### src/rtl/mmu_job_arbiter.sv
// Round-robin arbiter that grants one of two requesters exclusive use of a 2x2 matmul unit.
// A job loads 8 operand bytes, runs the MMU for COMPUTE_CYCLES, then drains 8 result bytes.
module mmu_job_arbiter #(
  parameter int COMPUTE_CYCLES = 5
) (
  input  logic        clk,
  input  logic        rst,
  input  logic [1:0]  req,
  output logic [1:0]  gnt,
  input  logic [7:0]  in_data0,
  input  logic [7:0]  in_data1,
  input  logic [1:0]  in_valid,
  output logic        in_ready,
  output logic        mem_we,
  output logic [2:0]  mem_addr,
  output logic [7:0]  mem_wdata,
  output logic        mmu_en,
  output logic [2:0]  mmu_cycle,
  input  logic [63:0] res_in,
  output logic [7:0]  out_data,
  output logic        out_valid,
  input  logic        out_ready,
  output logic        out_last,
  output logic [1:0]  state_out
);

  typedef enum logic [1:0] {
    IDLE    = 2'd0,
    LOAD    = 2'd1,
    COMPUTE = 2'd2,
    DRAIN   = 2'd3
  } state_e;

  localparam logic [2:0] LAST_CYCLE = 3'(COMPUTE_CYCLES - 1);

  state_e      state_q, state_d;
  logic [1:0]  gnt_q, gnt_d;
  logic        last_owner_q, last_owner_d;
  logic [2:0]  byte_cnt_q, byte_cnt_d;
  logic [2:0]  cycle_q, cycle_d;
  logic [2:0]  out_cnt_q, out_cnt_d;
  logic [63:0] res_q, res_d;

  logic owner;
  logic winner;
  logic owner_valid;

  assign owner       = gnt_q[1];
  assign owner_valid = in_valid[owner];
  // On a tie the requester that did not finish the previous job wins.
  assign winner      = (req == 2'b11) ? ~last_owner_q : req[1];

  assign gnt       = gnt_q;
  assign state_out = state_q;

  always_ff @(posedge clk) begin
    if (rst) begin
      state_q      <= IDLE;
      gnt_q        <= 2'b00;
      last_owner_q <= 1'b1;
      byte_cnt_q   <= 3'd0;
      cycle_q      <= 3'd0;
      out_cnt_q    <= 3'd0;
      res_q        <= 64'd0;
    end else begin
      state_q      <= state_d;
      gnt_q        <= gnt_d;
      last_owner_q <= last_owner_d;
      byte_cnt_q   <= byte_cnt_d;
      cycle_q      <= cycle_d;
      out_cnt_q    <= out_cnt_d;
      res_q        <= res_d;
    end
  end

  always_comb begin
    state_d      = state_q;
    gnt_d        = gnt_q;
    last_owner_d = last_owner_q;
    byte_cnt_d   = byte_cnt_q;
    cycle_d      = cycle_q;
    out_cnt_d    = out_cnt_q;
    res_d        = res_q;
    case (state_q)
      IDLE: begin
        if (req != 2'b00) begin
          state_d = LOAD;
          gnt_d   = winner ? 2'b10 : 2'b01;
        end
      end
      LOAD: begin
        if (owner_valid) begin
          byte_cnt_d = byte_cnt_q + 3'd1;
          if (byte_cnt_q == 3'd7) begin
            state_d = COMPUTE;
          end
        end
      end
      COMPUTE: begin
        if (cycle_q == LAST_CYCLE) begin
          cycle_d = 3'd0;
          res_d   = res_in;
          state_d = DRAIN;
        end else begin
          cycle_d = cycle_q + 3'd1;
        end
      end
      DRAIN: begin
        if (out_ready) begin
          out_cnt_d = out_cnt_q + 3'd1;
          if (out_cnt_q == 3'd7) begin
            state_d      = IDLE;
            gnt_d        = 2'b00;
            last_owner_d = owner;
          end
        end
      end
      default: state_d = IDLE;
    endcase
  end

  always_comb begin
    in_ready  = 1'b0;
    mem_we    = 1'b0;
    mem_addr  = 3'd0;
    mem_wdata = 8'd0;
    mmu_en    = 1'b0;
    mmu_cycle = 3'd0;
    out_valid = 1'b0;
    out_data  = 8'd0;
    out_last  = 1'b0;
    case (state_q)
      LOAD: begin
        in_ready = 1'b1;
        if (owner_valid) begin
          mem_we    = 1'b1;
          mem_addr  = byte_cnt_q;
          mem_wdata = owner ? in_data1 : in_data0;
        end
      end
      COMPUTE: begin
        mmu_en    = 1'b1;
        mmu_cycle = cycle_q;
      end
      DRAIN: begin
        // Byte 0 is the top byte of c00, byte 7 the bottom byte of c11.
        out_valid = 1'b1;
        out_data  = res_q[{~out_cnt_q, 3'b000} +: 8];
        out_last  = (out_cnt_q == 3'd7);
      end
      default: begin
      end
    endcase
  end

endmodule
### config.mk
export PLATFORM = sky130hd
export DESIGN_NAME = mmu_job_arbiter
export DESIGN_NICKNAME = d
export VERILOG_FILES = /design/src/rtl/mmu_job_arbiter.sv
export SDC_FILE = /design/constraint.sdc
export NUM_CORES = 1
export LEC_CHECK = 0
export ABC_CLOCK_PERIOD_IN_PS = 2200
export BUFFER_PORTS_ARGS = -buffer_cell sky130_fd_sc_hd__buf_2
export CORE_MARGIN = 2
export CORE_UTILIZATION = 50
export DETAILED_ROUTE_END_ITERATION = 6
export PLACE_DENSITY = 0.79
export SYNTH_ARGS = -nofsm -noshare
export SYNTH_HDL_FRONTEND = slang
export SYNTH_SLANG_ARGS = --single-unit
export TNS_END_PERCENT = 50
### constraint.sdc
create_clock -name clk -period 2.2 [get_ports clk]
set_input_delay 0.33 -clock clk [delete_from_list [all_inputs] [get_ports clk]]
set_output_delay 0.33 -clock clk [all_outputs]
set_load 0.005 [all_outputs]
Yosys cells after proc, flatten, opt, wreduce, memory -nomap -nowiden
Cells that the tools add are included.
Word-level totals
  register bits: 78
  bits of input ports: 87
  logic and storage cells: 63
Cells by class
  add/subtract/negate cells: 3
  magnitude comparators: 1
  equality and inequality tests: 13
  shifts and indexed selects: 1
  mux-type cells: 27
  bitwise operators: 2
  reduce and logical (&&, ||, !) cells: 9
Operators with widths (number)
  64-bit by 7-bit variable part select with 8-bit output: 1
  8-bit 2-to-1 mux: 4
  2-bit 2-to-1 mux: 8
  3-bit 2-to-1 mux: 4
  2-bit != test, second input constant: 6
  3-bit by 1-bit adder with 3-bit output, second input constant: 3
  3-bit equality test, second input constant: 3
  1-bit 2-to-1 mux: 9
  2-bit one-hot mux with 4 select lines: 1
  2-bit equality test, second input constant: 3
  2-bit AND reduction: 3
  6-bit AND reduction: 1
  2-bit one-hot mux with 2 select lines: 1
  4-bit AND reduction: 1
  2-bit nonzero test: 2
  3-bit inverter: 1
  3-bit AND reduction: 1
  2-bit by 1-bit equality test with 1-bit output, second input constant: 1
  2-bit logical NOT: 1
  1-bit by 2-bit less-than comparator with 1-bit output, second input constant: 1
  1-bit inverter: 1

Logic depth before layout (Yosys ltp)
Gate-level depths: netlist (run 1).
  depth in word-level cells: 5
  gate-level depth with buffers: 8
  gate-level depth less buffers: 6

Worst setup path after synthesis (run 1)
No wires, ideal clock.
  kind: reg-to-reg
  start: register state_q[0], in the netlist state_out[0]
  end: register state_q[0], in the netlist state_out[0]
  arrival: 1.625 ns
  slack: 0.453 ns
  cell stages (with the launch flop): 7
  buffers on the path: 1
  period minus slack after synthesis: 1.747 ns
  cell sequence: dfxtp_1 -> inv_1 -> ha_1 -> buf_4 -> a21boi_0 -> or3_4 -> o311a_1
On the way
  word-level cells in the longest chain between the ends: 3
  elaborated cells between the ends (all ways): 12
  those cells by class: 9 x eq/ne; 1 x mux; 2 x reduce/logical
RTL lines
  from (decl): line 36  | state_e state_q, state_d;
  from (signal assigned): line 66  | state_q <= state_d;
  2-bit equality test, or another cell as far along: line 84  | case (state_q)
  2-bit != test (no line)
  6-bit AND reduction (no line)
Several ways; a longest one is shown, not always the timed one.
A chain may end at the register's enable or synchronous reset.

Worst setup path after layout (run 1)
  start: register out_cnt_q[0]
  end: output port out_data[4]
On the way
  word-level cells in the longest chain between the ends: 3
RTL lines
  from (decl): line 41  | logic [2:0] out_cnt_q, out_cnt_d;
  from (signal assigned): line 71  | out_cnt_q <= out_cnt_d;
  3-bit inverter: line 148  | out_data = res_q[{~out_cnt_q, 3'b000} +: 8];
  64-bit by 7-bit variable part select with 8-bit output: line 148
  8-bit 2-to-1 mux: line 132  | case (state_q)
  to (decl): line 20  | output logic [7:0] out_data,
No other way between the ends.

==> results.cfg, run 1 <==
[outcome]
outcome = finished, final reports clean

[critical_path]
critPathMaxFanout = 16
critPathRequiredTime_ns = 1.87
rrSetupSlack_ns = 0.34
startpoint_type = flop
endpoint = out_data[4]
crit_arrival_ns = 1.77
regToRegEndpoint = state_out[0]$_SDFFE_PP0P_
crit_type = reg2out
reg2reg_from = state_out[0]$_SDFFE_PP0P_
startpoint = out_cnt_q[0]$_SDFFE_PP0P_
cp-end-kind = output pin
worst_r2r_path_depth = 5

[route]
routedWlPerCell_um = 13.8
dr.pass1.iters = 5
drt_iter0_drc = 162
num_vias = 3255
wirelength_um = 8790
final_antenna_net_count = 0
vias_per_cell = 5.13
drc = 0

[timing]
skew_ns = 0.00868
timing_worst_slew_pin_value_ns = 0.326
final-setup-viol-count = 0
fin_ws_ns = 0.0976
hold_viol = 0
final_max_slew_viol_count = 0
max_slew_margin_pct = 78.2
finalSetupTns_ns = 0
fmax_mhz = 476
rsz0062_at_grt = no
min_period_ns = 2.10
fin_crit_sh_pct = 95.6

[yosys]
yosysUniqueCellTypes = 34
yosysSeqAreaShare_pct = 42.9
synth_fp_nets = 525
ys_warn_count = 0
syn_area_mm2 = 0.00364
synth_cells = 427
synth_edf_count = 0
synth_top_area_share_pct = 42.9
synth.top_cells.by_count = 140 x nand2_1, 78 x dfxtp_1, 72 x a21oi_1
ys_async_sr_fraction_pct = 0
yosysMostFrequentCell = nand2_1
ys_seq_elements = 78
ys.flop_type = dfxtp_1
synth.area.top_cells = dfxtp_1 43%, nand2_1 14%, a21oi_1 9.9%
synth_top_cell_by_area = dfxtp_1
synth.avg_cell_area_um2 = 8.53

[finish]
area_growth_pct = 24.7
drive_gt1_share_pct = 30.8
fillers = 648
antenna_cells = 0
fin_nets = 630

[place]
hpwlAfterDp_um = 6480
gp_congestion = 0.869
dp_slack_ns = 0.259
io_buffer_count = 117

[hold_path]
hold_path.class = in2reg

[power_and_ir_drop]
p_per_area_mw_per_mm2 = 747
power_leakage_nw = 1.81
ir_worst_vdd_uv = 381

[global_route]
grt_pass1_vias = 2986
gr-total-overflow = 0
antenna_found_initial = 0
grt_pass1_wl_um = 13800
grt_max_degree = 65
grtUsageTotal_pct = 22.6

[clocking]
cts.clk_slew.worst_paths_ns = 0.08
cts_tree = done
cts.sink_count = 78
clkLatencyLatePin_ns = 0.33
cts_hold_buf = 0
root_buffer = clkbuf_8
cts-buffers-inserted = 9
cts_buffer_depth = 2
cts_setup_buffers = 0
htreeDepth = 3
ctsResizeCount = 0

[floorplan]
chipHeight_um = 89.4
die_w_um = 89.4
initial_core_util_pct = 51.1
core_mm2 = 0.00714
row_count = 31
num_io_pins = 118
dieArea_mm2 = 0.00799

[flow_run]
drv_cap = 0
## kinds of logic after synthesis
logic type | after synthesis | share of synthesized area (%)
adders and majority gates | 11 | 3.78
DFF | 78 | 42.9
AOI/OAI and AO/OA | 80 | 11.5
xor gates and xnor gates | 2 | 0.481
and+or+nand+nor | 182 | 20.7
muxes | 36 | 15.4
buffers and inverters | 38 | 5.25
## worst max-delay path: stages (launching register included)
cell and delay, ns:
dfxtp_2 0.38, buf_12 0.18, mux4_2 0.52, mux2i_1 0.18
nor2b_1 0.06, buf_2 0.12
## flip-flops by register name, indices dropped and copies added (netlist names)
register      count
res_q            64
byte_cnt_q        3
cycle_q           3
out_cnt_q         3
gnt               2
state_out         2
last_owner_q      1
## stage by stage
step	power [W]	instance area, um2	util [%]	cells	hold WS, ns
after floorplan	0.00193	3640	-	427	0.433
final	0.00340	4540	63.7	635	0.219
after CTS	0.00341	4530	63.5	635	0.208
after global placement	0.00213	4300	60.2	620	0.439
after global routing	0.00357	4540	63.7	635	0.210
after detailed placement	0.00216	4300	60.2	620	0.448
## routing by layer
layer / up-vias / global-route usage [%] / routed length (um)
met5: - / 0 / 0
met4: 0 / 6.38 / 92
met3: 9 / 4.52 / 571
met2: 118 / 39.3 / 4500
met1: 1492 / 28.5 / 3630
li1: 1636 / - / -
## layout by cell type (no fill, tap or decap), types with 2 or more instances in the layout
| cell type | count |
|---|---|
| nand3_1 | 3 |
| mux4_2 | 16 |
| mux2i_1 | 18 |
| dfxtp_1 | 76 |
| and2_1 | 4 |
| a21oi_1 | 72 |
| nand2_2 | 2 |
| ha_1 | 11 |
| nor2b_1 | 8 |
| nand2b_1 | 2 |
| buf_2 | 117 |
| bufinv_16 | 3 |
| a21boi_1 | 2 |
| dfxtp_2 | 2 |
| inv_1 | 7 |
| buf_4 | 4 |
| buf_12 | 4 |
| o21ai_0 | 2 |
| and3_1 | 3 |
| nor2_1 | 15 |
| nand2_1 | 139 |
| clkbuf_8 | 9 |
## worst min-delay path by stage
stage | depth (start not counted) | to | start | slack, ns
floorplan | 2 | res_q[10]$_SDFFE_PP0P_ | res_q[10]$_SDFFE_PP0P_ | 0.43
global placement | 2 | res_q[33]$_SDFFE_PP0P_ | res_q[33]$_SDFFE_PP0P_ | 0.44
detailed placement | 2 | res_q[11]$_SDFFE_PP0P_ | res_q[11]$_SDFFE_PP0P_ | 0.45
CTS | 3 | res_q[21]$_SDFFE_PP0P_ | res_in[21] | 0.21
global route | 3 | res_q[17]$_SDFFE_PP0P_ | res_in[17] | 0.21
finish | 3 | res_q[21]$_SDFFE_PP0P_ | res_in[21] | 0.22
## area by class of cell
| class | instances | area (um2) | share of cell area (%) |
|---|---|---|---|
| multi-input combinational | 311 | 1900 | 41.8 |
| sequential | 78 | 1560 | 34.4 |
| timing repair buffer | 125 | 696 | 15.3 |
| clock buffer | 9 | 124 | 2.73 |
| tap | 99 | 124 | 2.73 |
| clock inverter | 6 | 111 | 2.45 |
| inverter | 7 | 26.3 | 0.578 |
## power by group
part | switching [W] | internal, W
sequential | 0.0000461 | 0.00145
clock | 0.000515 | 0.000748
combinational | 0.000320 | 0.000313
No activity file was read; power rests on OpenSTA's default activity.
==> run 2: changes to the inputs <==
--- a/config.mk
+++ b/config.mk
@@ -6,7 +6,7 @@
 export NUM_CORES = 1
 export LEC_CHECK = 0
 export ABC_CLOCK_PERIOD_IN_PS = 2200
-export BUFFER_PORTS_ARGS = -buffer_cell sky130_fd_sc_hd__buf_2
+export BUFFER_PORTS_ARGS = -buffer_cell sky130_fd_sc_hd__buf_4
 export CORE_MARGIN = 2
 export CORE_UTILIZATION = 50
 export DETAILED_ROUTE_END_ITERATION = 6
==> run 2 against run 1 <==
Worst hold slack got worse by 0.0037 ns. Cell count rose by 0.31%. Non-clock buffer count rose by 1. Clock skew fell by 0.0013 ns. Global-route usage rose by 1.3 points. Combinational power rose by 14%. Critical path depth did not move. Clock power fell by 5%.
==> results.cfg, run 2 (same netlist as run 1, synthesis figures left out) <==
[route]
dr_wl_met3_um = 574
routedWlPerCell_um = 14.4
drt_iter0_drc = 164
wl_met2_um = 4810
drt-met1-wl_um = 3710
vias_per_cell = 5.15
dr.pass1.iters = 4
num_vias = 3283
wirelength_um = 9200
drc = 0
highest_layer = met4
final_antenna_net_count = 0

[timing]
final-setup-viol-count = 0
skew_ns = 0.00737
timing_worst_slew_pin_value_ns = 0.699
min_period_ns = 2.16
hold_viol = 0
whs_ns = 0.215
fmax_mhz = 463
rsz0062_at_grt = yes
final_max_slew_viol_count = 0
max_slew_margin_pct = 53.4
fin_crit_sh_pct = 98.1

[hold_path]
hold_path.class = in2reg
hold_end = res_q[61]$_SDFFE_PP0P_
min_path_cells = 3
hold_start = res_in[61]

[power_and_ir_drop]
combPwrFrac_pct = 21.1
clkPwrFrac_pct = 35.0
netSwitchingPower_w = 0.000901
power_w = 0.00342
power_leakage_nw = 1.89
p_per_area_mw_per_mm2 = 709
power_frac_seq_pct = 43.8
internal_power_w = 0.00252
switching_share_pct = 26.4
ir_worst_vdd_uv = 425

[global_route]
grt_max_degree = 71
grt_pass1_vias = 3132
antenna_found_initial = 0
grt_pass1_wl_um = 14300
grtUsageTotal_pct = 23.9
gr-total-overflow = 0

[floorplan]
core_mm2 = 0.00714
num_io_pins = 118
chipHeight_um = 89.4
initial_core_util_pct = 51.1
die_w_um = 89.4
row_count = 31
dieArea_mm2 = 0.00799

[clocking]
cts_hold_buf = 0
cts_tree = done
cts_buffer_depth = 2
cts.sink_count = 78
cts_setup_buffers = 0
cts.clk_slew.worst_paths_ns = 0.08
cts-buffers-inserted = 9
clkLatencyLatePin_ns = 0.36
root_buffer = clkbuf_8
htreeDepth = 3

[finish]
final_common_cell = nand2_1
fin_nets = 631
final_area_mm2 = 0.00482
top_register = res_q
final_cell_mix = 139 x nand2_1, 122 x buf_4, 77 x dfxtp_1, 72 x a21oi_1, 18 x mux2i_1
drive_gt1_share_pct = 30.7
largest_register_ffs = 64
area_growth_pct = 32.4
antenna_cells = 0
utilization_pct = 67.6

[outcome]
outcome = finished, final reports clean

[critical_path]
crit_chain = buf_12, mux4_2, mux2i_2, nor2b_1, buf_4
slowest_delay_ns = 0.54
rrSetupSlack_ns = 0.31
critPathMaxFanout = 16
worst_r2r_path_depth = 5
cp-end-kind = output pin
regToRegEndpoint = state_out[0]$_SDFFE_PP0P_
startpoint_type = flop
cpMaxStageDelayCell = mux4_2
crit_type = reg2out
critPathRequiredTime_ns = 1.87
crit_arrival_ns = 1.83
reg2reg_from = state_out[0]$_SDFFE_PP0P_

[place]
io_buffer_count = 117
gp_congestion = 0.906
hpwlAfterDp_um = 6820
placed_area_mm2 = 0.00459

[flow_run]
drv_cap = 0
==> run 2: power groups by stage <==
stage	combinational (W)	sequential (W)	clock [W]
after floorplan	0.000409	0.00152	0
after global placement	0.000691	0.00153	0
after detailed placement	0.000716	0.00153	0
after CTS	0.000720	0.00150	0.00121
after global routing	0.000790	0.00151	0.00126
final	0.000722	0.00150	0.00120
==> run 2: worst max-delay path: cells and delay by family (launching register included) <==
kind | cells | cell delay (ns)
muxes | 2 | 0.73
buffers and inverters | 2 | 0.30
DFF | 1 | 0.38
and+or+nand+nor | 1 | 0.07
==> run 2: metal layers <==
| metal | GRT usage (%) | up-vias |
|---|---|---|
| li1 | - | 1636 |
| met1 | 27.3 | 1530 |
| met5 | 0 | - |
| met2 | 43.9 | 107 |
| met4 | 7.33 | 0 |
| met3 | 5.54 | 10 |
==> run 2: metrics by stage <==
stage	setup slack, ns	TNS [ns]	instances
5_1_grt	-0.0188	-0.0375	637
3_5_place_dp	0.341	0	621
6_report	0.0422	0	637
3_3_place_gp	0.404	0	621
4_1_cts	0.0371	0	637
2_1_floorplan	0.453	0	427
==> run 2: how the worst max path moves through the flow <==
stage	from	end	slack, ns
floorplan	state_out[0]$_SDFFE_PP0P_	state_out[0]$_SDFFE_PP0P_	0.45
global placement	out_cnt_q[0]$_SDFFE_PP0P_	out_data[4]	0.40
detailed placement	state_out[0]$_SDFFE_PP0P_	state_out[0]$_SDFFE_PP0P_	0.34
CTS	out_cnt_q[0]$_SDFFE_PP0P_	out_data[2]	0.04
global route	out_cnt_q[0]$_SDFFE_PP0P_	out_data[2]	-0.02
finish	out_cnt_q[0]$_SDFFE_PP0P_	out_data[2]	0.04
==> run 2: area by class of cell <==
cell class,count,area [um2]
Tap cell,99,124
Clock buffer,11,141
Timing Repair Buffer,126,987
Inverter,7,26.3
Clock inverter,5,82.6
Multi-Input combinational cell,311,1900
Sequential cell,78,1570
Fill cell,590,2310
==> run 2: what timing repair did <==
item                       CTS  global route
setup endpoints to repair    3             3
pin swaps                    0             0
gates resized for setup      1             4
